<file path="config.mk">
export PLATFORM = sky130hd
export DESIGN_NAME = riscv_multicycle_ctrl_flat
export DESIGN_NICKNAME = d
export VERILOG_FILES = /design/src/rtl/riscv_multicycle_ctrl_if.sv /design/src/rtl/riscv_multicycle_ctrl.sv /design/src/flat_wrapper.sv
export SDC_FILE = /design/constraint.sdc
export NUM_CORES = 1
export LEC_CHECK = 0
export BUFFER_PORTS_ARGS = -buffer_cell sky130_fd_sc_hd__clkbuf_2
export CAP_MARGIN = 10
export CORE_MARGIN = 10
export CORE_UTILIZATION = 30
export CTS_BUF_LIST = sky130_fd_sc_hd__clkbuf_2 sky130_fd_sc_hd__clkbuf_4 sky130_fd_sc_hd__clkbuf_8
export DETAILED_ROUTE_END_ITERATION = 8
export GPL_ROUTABILITY_DRIVEN = 0
export PLACE_DENSITY = 0.55
export SLEW_MARGIN = 20
export SYNTH_ARGS = -nofsm -noshare
export SYNTH_HDL_FRONTEND = slang
export SYNTH_SLANG_ARGS = --single-unit
</file>
<file path="constraint.sdc">
create_clock -name clk -period 4.6 [get_ports clk]
set_input_delay 0.69 -clock clk [delete_from_list [all_inputs] [get_ports clk]]
set_output_delay 0.69 -clock clk [all_outputs]
set_load 0.05 [all_outputs]
</file>
<file path="src/rtl/riscv_multicycle_ctrl_if.sv">
// Control bundle between the RV32I multi-cycle controller (master) and its datapath (slave).
interface riscv_multicycle_ctrl_if #(
  parameter int unsigned CNT_W = 32
);
  logic [6:0]       opcode;
  logic [2:0]       funct3;
  logic             funct7b5;
  logic             zero;
  logic             mem_ready;
  logic             mem_req;
  logic             mem_write;
  logic             adr_src;
  logic             ir_write;
  logic             pc_write;
  logic             reg_write;
  logic [1:0]       alu_src_a;
  logic [1:0]       alu_src_b;
  logic [2:0]       alu_control;
  logic [1:0]       result_src;
  logic             instr_retired;
  logic [CNT_W-1:0] instret;
  logic             halted;

  modport master (
    input  opcode, funct3, funct7b5, zero, mem_ready,
    output mem_req, mem_write, adr_src, ir_write, pc_write, reg_write,
           alu_src_a, alu_src_b, alu_control, result_src,
           instr_retired, instret, halted
  );

  modport slave (
    output opcode, funct3, funct7b5, zero, mem_ready,
    input  mem_req, mem_write, adr_src, ir_write, pc_write, reg_write,
           alu_src_a, alu_src_b, alu_control, result_src,
           instr_retired, instret, halted
  );
endinterface

</file>
<file path="src/rtl/riscv_multicycle_ctrl.sv">
// Moore-style sequencer for the shared RV32I multi-cycle datapath with a
// retired-instruction counter and a sticky halt on unsupported encodings.
module riscv_multicycle_ctrl #(
  parameter int unsigned CNT_W = 32
) (
  input  logic                  clk,
  input  logic                  reset,
  riscv_multicycle_ctrl_if.master bus
);

  localparam logic [6:0] OP_LW  = 7'b0000011;
  localparam logic [6:0] OP_SW  = 7'b0100011;
  localparam logic [6:0] OP_R   = 7'b0110011;
  localparam logic [6:0] OP_I   = 7'b0010011;
  localparam logic [6:0] OP_BR  = 7'b1100011;
  localparam logic [6:0] OP_JAL = 7'b1101111;
  localparam logic [6:0] OP_LUI = 7'b0110111;

  localparam logic [2:0] ALU_ADD = 3'b000;
  localparam logic [2:0] ALU_SUB = 3'b001;
  localparam logic [2:0] ALU_AND = 3'b010;
  localparam logic [2:0] ALU_OR  = 3'b011;
  localparam logic [2:0] ALU_XOR = 3'b100;
  localparam logic [2:0] ALU_SLT = 3'b101;

  typedef enum logic [3:0] {
    S_FETCH, S_DECODE, S_MEMADR, S_MEMREAD, S_MEMWB, S_MEMWRITE,
    S_EXECR, S_EXECI, S_ALUWB, S_BRANCH, S_JAL, S_LUI, S_ILLEGAL
  } state_t;

  state_t           state;
  state_t           state_n;
  logic [CNT_W-1:0] instret_q;
  logic [2:0]       alu_op;
  logic             funct3_alu_ok;

  // ALU operation for register/immediate arithmetic; sub only for R-type funct7b5
  always_comb begin
    alu_op        = ALU_ADD;
    funct3_alu_ok = 1'b1;
    case (bus.funct3)
      3'b000:  alu_op = (state == S_EXECR && bus.funct7b5) ? ALU_SUB : ALU_ADD;
      3'b010:  alu_op = ALU_SLT;
      3'b100:  alu_op = ALU_XOR;
      3'b110:  alu_op = ALU_OR;
      3'b111:  alu_op = ALU_AND;
      default: funct3_alu_ok = 1'b0;
    endcase
  end

  always_comb begin
    state_n = state;
    case (state)
      S_FETCH:    if (bus.mem_ready) state_n = S_DECODE;
      S_DECODE: begin
        case (bus.opcode)
          OP_LW, OP_SW: state_n = S_MEMADR;
          OP_R:         state_n = funct3_alu_ok ? S_EXECR : S_ILLEGAL;
          OP_I:         state_n = funct3_alu_ok ? S_EXECI : S_ILLEGAL;
          OP_BR:        state_n = (bus.funct3[2:1] == 2'b00) ? S_BRANCH : S_ILLEGAL;
          OP_JAL:       state_n = S_JAL;
          OP_LUI:       state_n = S_LUI;
          default:      state_n = S_ILLEGAL;
        endcase
      end
      S_MEMADR:   state_n = (bus.opcode == OP_SW) ? S_MEMWRITE : S_MEMREAD;
      S_MEMREAD:  if (bus.mem_ready) state_n = S_MEMWB;
      S_MEMWB:    state_n = S_FETCH;
      S_MEMWRITE: if (bus.mem_ready) state_n = S_FETCH;
      S_EXECR:    state_n = S_ALUWB;
      S_EXECI:    state_n = S_ALUWB;
      S_ALUWB:    state_n = S_FETCH;
      S_BRANCH:   state_n = S_FETCH;
      S_JAL:      state_n = S_ALUWB;
      S_LUI:      state_n = S_FETCH;
      S_ILLEGAL:  state_n = S_ILLEGAL;
      default:    state_n = S_ILLEGAL;
    endcase
  end

  always_ff @(posedge clk or posedge reset) begin
    if (reset) begin
      state     <= S_FETCH;
      instret_q <= '0;
    end else begin
      state <= state_n;
      if (bus.instr_retired) instret_q <= instret_q + CNT_W'(1);
    end
  end

  // Datapath controls follow the state register; everything is held low during reset
  always_comb begin
    bus.mem_req       = 1'b0;
    bus.mem_write     = 1'b0;
    bus.adr_src       = 1'b0;
    bus.ir_write      = 1'b0;
    bus.pc_write      = 1'b0;
    bus.reg_write     = 1'b0;
    bus.alu_src_a     = 2'b00;
    bus.alu_src_b     = 2'b00;
    bus.alu_control   = ALU_ADD;
    bus.result_src    = 2'b00;
    bus.instr_retired = 1'b0;
    bus.halted        = 1'b0;
    if (!reset) begin
      case (state)
        S_FETCH: begin
          bus.mem_req    = 1'b1;
          bus.alu_src_b  = 2'b10;
          bus.result_src = 2'b10;
          bus.ir_write   = bus.mem_ready;
          bus.pc_write   = bus.mem_ready;
        end
        S_DECODE: begin
          bus.alu_src_a = 2'b01;
          bus.alu_src_b = 2'b01;
        end
        S_MEMADR: begin
          bus.alu_src_a = 2'b10;
          bus.alu_src_b = 2'b01;
        end
        S_MEMREAD: begin
          bus.mem_req = 1'b1;
          bus.adr_src = 1'b1;
        end
        S_MEMWB: begin
          bus.result_src    = 2'b01;
          bus.reg_write     = 1'b1;
          bus.instr_retired = 1'b1;
        end
        S_MEMWRITE: begin
          bus.mem_req       = 1'b1;
          bus.mem_write     = 1'b1;
          bus.adr_src       = 1'b1;
          bus.instr_retired = bus.mem_ready;
        end
        S_EXECR: begin
          bus.alu_src_a   = 2'b10;
          bus.alu_control = alu_op;
        end
        S_EXECI: begin
          bus.alu_src_a   = 2'b10;
          bus.alu_src_b   = 2'b01;
          bus.alu_control = alu_op;
        end
        S_ALUWB: begin
          bus.reg_write     = 1'b1;
          bus.instr_retired = 1'b1;
        end
        S_BRANCH: begin
          bus.alu_src_a     = 2'b10;
          bus.alu_control   = ALU_SUB;
          bus.pc_write      = bus.zero ^ bus.funct3[0];
          bus.instr_retired = 1'b1;
        end
        S_JAL: begin
          bus.alu_src_a = 2'b01;
          bus.alu_src_b = 2'b10;
          bus.pc_write  = 1'b1;
        end
        S_LUI: begin
          bus.alu_src_a     = 2'b11;
          bus.alu_src_b     = 2'b01;
          bus.result_src    = 2'b10;
          bus.reg_write     = 1'b1;
          bus.instr_retired = 1'b1;
        end
        S_ILLEGAL: bus.halted = 1'b1;
        default:   bus.halted = 1'b1;
      endcase
    end
  end

  assign bus.instret = instret_q;

endmodule

</file>
<file path="src/flat_wrapper.sv">
// flat-port wrapper written by rule: the top's interface ports become plain ports
module riscv_multicycle_ctrl_flat 
#(
  parameter int unsigned CNT_W = 32
)
  (clk, reset, bus_opcode, bus_funct3, bus_funct7b5, bus_zero, bus_mem_ready, bus_mem_req, bus_mem_write, bus_adr_src, bus_ir_write, bus_pc_write, bus_reg_write, bus_alu_src_a, bus_alu_src_b, bus_alu_control, bus_result_src, bus_instr_retired, bus_instret, bus_halted);
  riscv_multicycle_ctrl_if #(.CNT_W(CNT_W)) bus_i ();
  input  logic clk;
  input  logic reset;
  input wire logic [$bits(bus_i.opcode)-1:0] bus_opcode;
  input wire logic [$bits(bus_i.funct3)-1:0] bus_funct3;
  input wire logic [$bits(bus_i.funct7b5)-1:0] bus_funct7b5;
  input wire logic [$bits(bus_i.zero)-1:0] bus_zero;
  input wire logic [$bits(bus_i.mem_ready)-1:0] bus_mem_ready;
  output wire logic [$bits(bus_i.mem_req)-1:0] bus_mem_req;
  output wire logic [$bits(bus_i.mem_write)-1:0] bus_mem_write;
  output wire logic [$bits(bus_i.adr_src)-1:0] bus_adr_src;
  output wire logic [$bits(bus_i.ir_write)-1:0] bus_ir_write;
  output wire logic [$bits(bus_i.pc_write)-1:0] bus_pc_write;
  output wire logic [$bits(bus_i.reg_write)-1:0] bus_reg_write;
  output wire logic [$bits(bus_i.alu_src_a)-1:0] bus_alu_src_a;
  output wire logic [$bits(bus_i.alu_src_b)-1:0] bus_alu_src_b;
  output wire logic [$bits(bus_i.alu_control)-1:0] bus_alu_control;
  output wire logic [$bits(bus_i.result_src)-1:0] bus_result_src;
  output wire logic [$bits(bus_i.instr_retired)-1:0] bus_instr_retired;
  output wire logic [$bits(bus_i.instret)-1:0] bus_instret;
  output wire logic [$bits(bus_i.halted)-1:0] bus_halted;
  assign bus_i.opcode = bus_opcode;
  assign bus_i.funct3 = bus_funct3;
  assign bus_i.funct7b5 = bus_funct7b5;
  assign bus_i.zero = bus_zero;
  assign bus_i.mem_ready = bus_mem_ready;
  assign bus_mem_req = bus_i.mem_req;
  assign bus_mem_write = bus_i.mem_write;
  assign bus_adr_src = bus_i.adr_src;
  assign bus_ir_write = bus_i.ir_write;
  assign bus_pc_write = bus_i.pc_write;
  assign bus_reg_write = bus_i.reg_write;
  assign bus_alu_src_a = bus_i.alu_src_a;
  assign bus_alu_src_b = bus_i.alu_src_b;
  assign bus_alu_control = bus_i.alu_control;
  assign bus_result_src = bus_i.result_src;
  assign bus_instr_retired = bus_i.instr_retired;
  assign bus_instret = bus_i.instret;
  assign bus_halted = bus_i.halted;
  riscv_multicycle_ctrl #(.CNT_W(CNT_W)) u_core (.clk(clk), .reset(reset), .bus(bus_i));
endmodule
</file>
==> flow_summary.yaml <==
hold_path:
  hold_class: "flip-flop to flip-flop"
routing:
  drt_pass1_iterations: 4
  routed_wl_mm: 6.14
  vias_per_cell: 5.10
  drt_iter0_drc: 71
  vias: 2080
  wl_per_cell_um: 15.1
  drc_errors: 0
  postRouteAntennaNets: 0
floorplanning:
  ioPinCount: 64
  die_y_um: 108
  rows: 31
  core_area_mm2: 0.00737
  start_util_pct: 31.2
  die_x_um: 108
  die-area_mm2: 0.0116
power_and_ir_drop:
  p_sw_share_pct: 48.7
  p_clk_share_pct: 17.2
  p_leak_nw: 1.23
  vdd_drop_max_uv: 366
  power.total_mw: 1.14
  p_comb_share_pct: 44.3
  intPower_mw: 0.586
  powerDensity_mw_per_mm2: 417
  p_switching_mw: 0.556
  seq_power_share_pct: 38.5
yosys:
  synth.top_cell.area_share_pct: 39.2
  synth_flop_cell: "dfrtp_1"
  synth_top_area_cell: "dfrtp_1"
  syn_avg_cell_area_um2: 8.98
  ys_types: 47
  ys_seq_elements: 36
  yosys_warnings: 0
  synth_fp_nets: 272
  synth.area.top_cells: "dfrtp_1 (39%), xnor2_1 (11%), nand3_1 (4.1%), nand4_1 (4.1%), nand2_1 (3.6%)"
  synthesis.area_mm2: 0.00230
  async_flop_share_pct: 100
  synth_edf_count: 0
  syn_inst: 256
  ys_seq_area_share_pct: 39.2
critical_path:
  ff2ff_setup_slack_ns: 2.37
  crit_required_ns: 3.91
  crit_path_end_kind: "primary output"
  cp-start-kind: "input pin"
  critPathMaxFanout: 38
  arrival_ns: 2.30
  criticalPathCategory: "input pin to primary output"
clock_tree:
  cts_resized: 0
  clkTransAtPathRegs_ns: 0.06
  cts_hold_buf: 0
  cts-root-buf: "clkbuf_8"
  clock_path_buffers: 2
  numCtsBuffers: 5
  cts_sinks: 36
  htree_levels: 2
  insertion_delay_ns: 0.28
  cts_setup_buffers: 0
  tritoncts: "done"
timing:
  relSlewSlack_pct: 53.3
  fin_ws_ns: 1.61
  tightest_slew_ns: 0.701
  finClkSkew_ns: 0.00352
  fin_crit_ns: 2.99
  hold_viol_final: 0
  worst_hold_slack_ns: 0.496
  rsz0062_at_grt: "no"
  fin_crit_sh_pct: 64.9
  finalSetupViolCount: 0
  finalMaxSlewViolations: 0
  fmax_mhz: 335
  setup-tns-final_ns: 0
finish:
  layout_commonest_cell: "clkbuf_2"
  layout_common_cells: "clkbuf_2 (63), dfrtp_1 (36), xnor2_1 (29)"
  antenna_cells: 0
  area_growth_pct: 19.2
  multi_input_area_mm2: 0.00131
  stdcell_count: 408
  drive_gt1_share_pct: 25.9
  fillers: 792
  nets: 327
  regArea_um2: 901
place:
  io_buffer_count: 63
  dp_hpwl_mm: 4.66
  placed_cells: 403
  pre_cts_ws_ns: 1.56
grt:
  grtUsageTotal_pct: 10.5
  grt_overflow_total: 0
  grt_pass1_wl_mm: 10.0
  antenna_found_initial: 0
  grt_max_degree: 39
  first_global_vias: 2029
job:
  maxCapViolCount: 0
run_status:
  status: "finished clean"
==> routing by layer <==
metal / GRT usage (%) / share of wire (%)
met1: 13.3 / 46
met2: 16.6 / 47
met3: 3.35 / 5.8
met4: 3.34 / 1.1
met5: 0 / 0
==> final cells by class <==
cell class	instances	share of cell area [%]
multi-input combinational	199	47.6
sequential	36	32.9
timing repair buffer	64	11.8
tap	99	4.52
clock buffer	5	2.51
inverter	5	0.685
==> registers in the layout (all words and copies together), names as in the netlist <==
| register | count |
|---|---|
| u_core.state | 4 |
| u_core.bus.instret | 32 |
==> logic make-up after synthesis <==
group / synth area share (%)
AND/OR/NAND/NOR: 28.2
AO/OA/AOI/OAI: 13.3
multiplexers: 0.925
flip-flops: 39.2
buffers and inverters: 4.08
XOR/XNOR: 13.7
adder cells (fa/ha/maj): 0.544
==> stage by stage <==
step           instance area [um2]  utilization (%)
5_1_grt                       2740             37.2
6_report                      2740             37.2
3_3_place_gp                  2670             36.2
4_1_cts                       2740             37.2
3_5_place_dp                  2670             36.2
2_1_floorplan                 2300                -
==> power by group through the flow <==
stage               Sequential [mW]  Clock, mW  Combinational [mW]
floorplan                     0.456          0               0.383
detailed placement            0.442          0               0.510
finish                        0.440      0.196               0.506
global placement              0.443          0               0.514
CTS                           0.438      0.205               0.511
global route                  0.448      0.218               0.551
==> worst paths after layout <==
check | depth (start not counted) | startpoint | endpoint
setup / recovery | 6 | reset | bus_instr_retired
hold / removal | 1 | u_core.bus.instret[31]$_DFFE_PP0P_ | u_core.bus.instret[31]$_DFFE_PP0P_
setup reg to reg | 4 | u_core.state[3]$_DFFE_PP0P_ | u_core.bus.instret[15]$_DFFE_PP0P_
hold reg to reg | 1 | u_core.bus.instret[31]$_DFFE_PP0P_ | u_core.bus.instret[31]$_DFFE_PP0P_
max in group asynchronous | 3 | reset | u_core.bus.instret[25]$_DFFE_PP0P_
min in group asynchronous | 3 | reset | u_core.state[2]$_DFFE_PP0P_
==> critical path, cell delays in order <==
cell       delay, ns
clkbuf_2        0.18
inv_1           0.08
buf_4           0.42
o2111ai_4       0.26
nand2_1         0.31
clkbuf_2        0.34
==> Yosys cell counts, types with 2 or more instances <==
| cell | n |
|---|---|
| nand2_1 | 22 |
| a22oi_1 | 2 |
| buf_2 | 2 |
| nor3_1 | 9 |
| nand2b_1 | 3 |
| and3_1 | 10 |
| a21oi_1 | 10 |
| a211oi_1 | 6 |
| nand3b_1 | 3 |
| inv_1 | 4 |
| nor2_1 | 22 |
| a31oi_1 | 2 |
| xor2_1 | 7 |
| dfrtp_1 | 36 |
| o21ai_0 | 6 |
| xnor2_1 | 29 |
| nand4_1 | 15 |
| or3_1 | 3 |
| o22ai_1 | 3 |
| nor4_1 | 2 |
| and2_1 | 4 |
| nand3_1 | 19 |
| and4_1 | 4 |
| clkbuf_1 | 10 |
(Power assumes the default switching activity.)
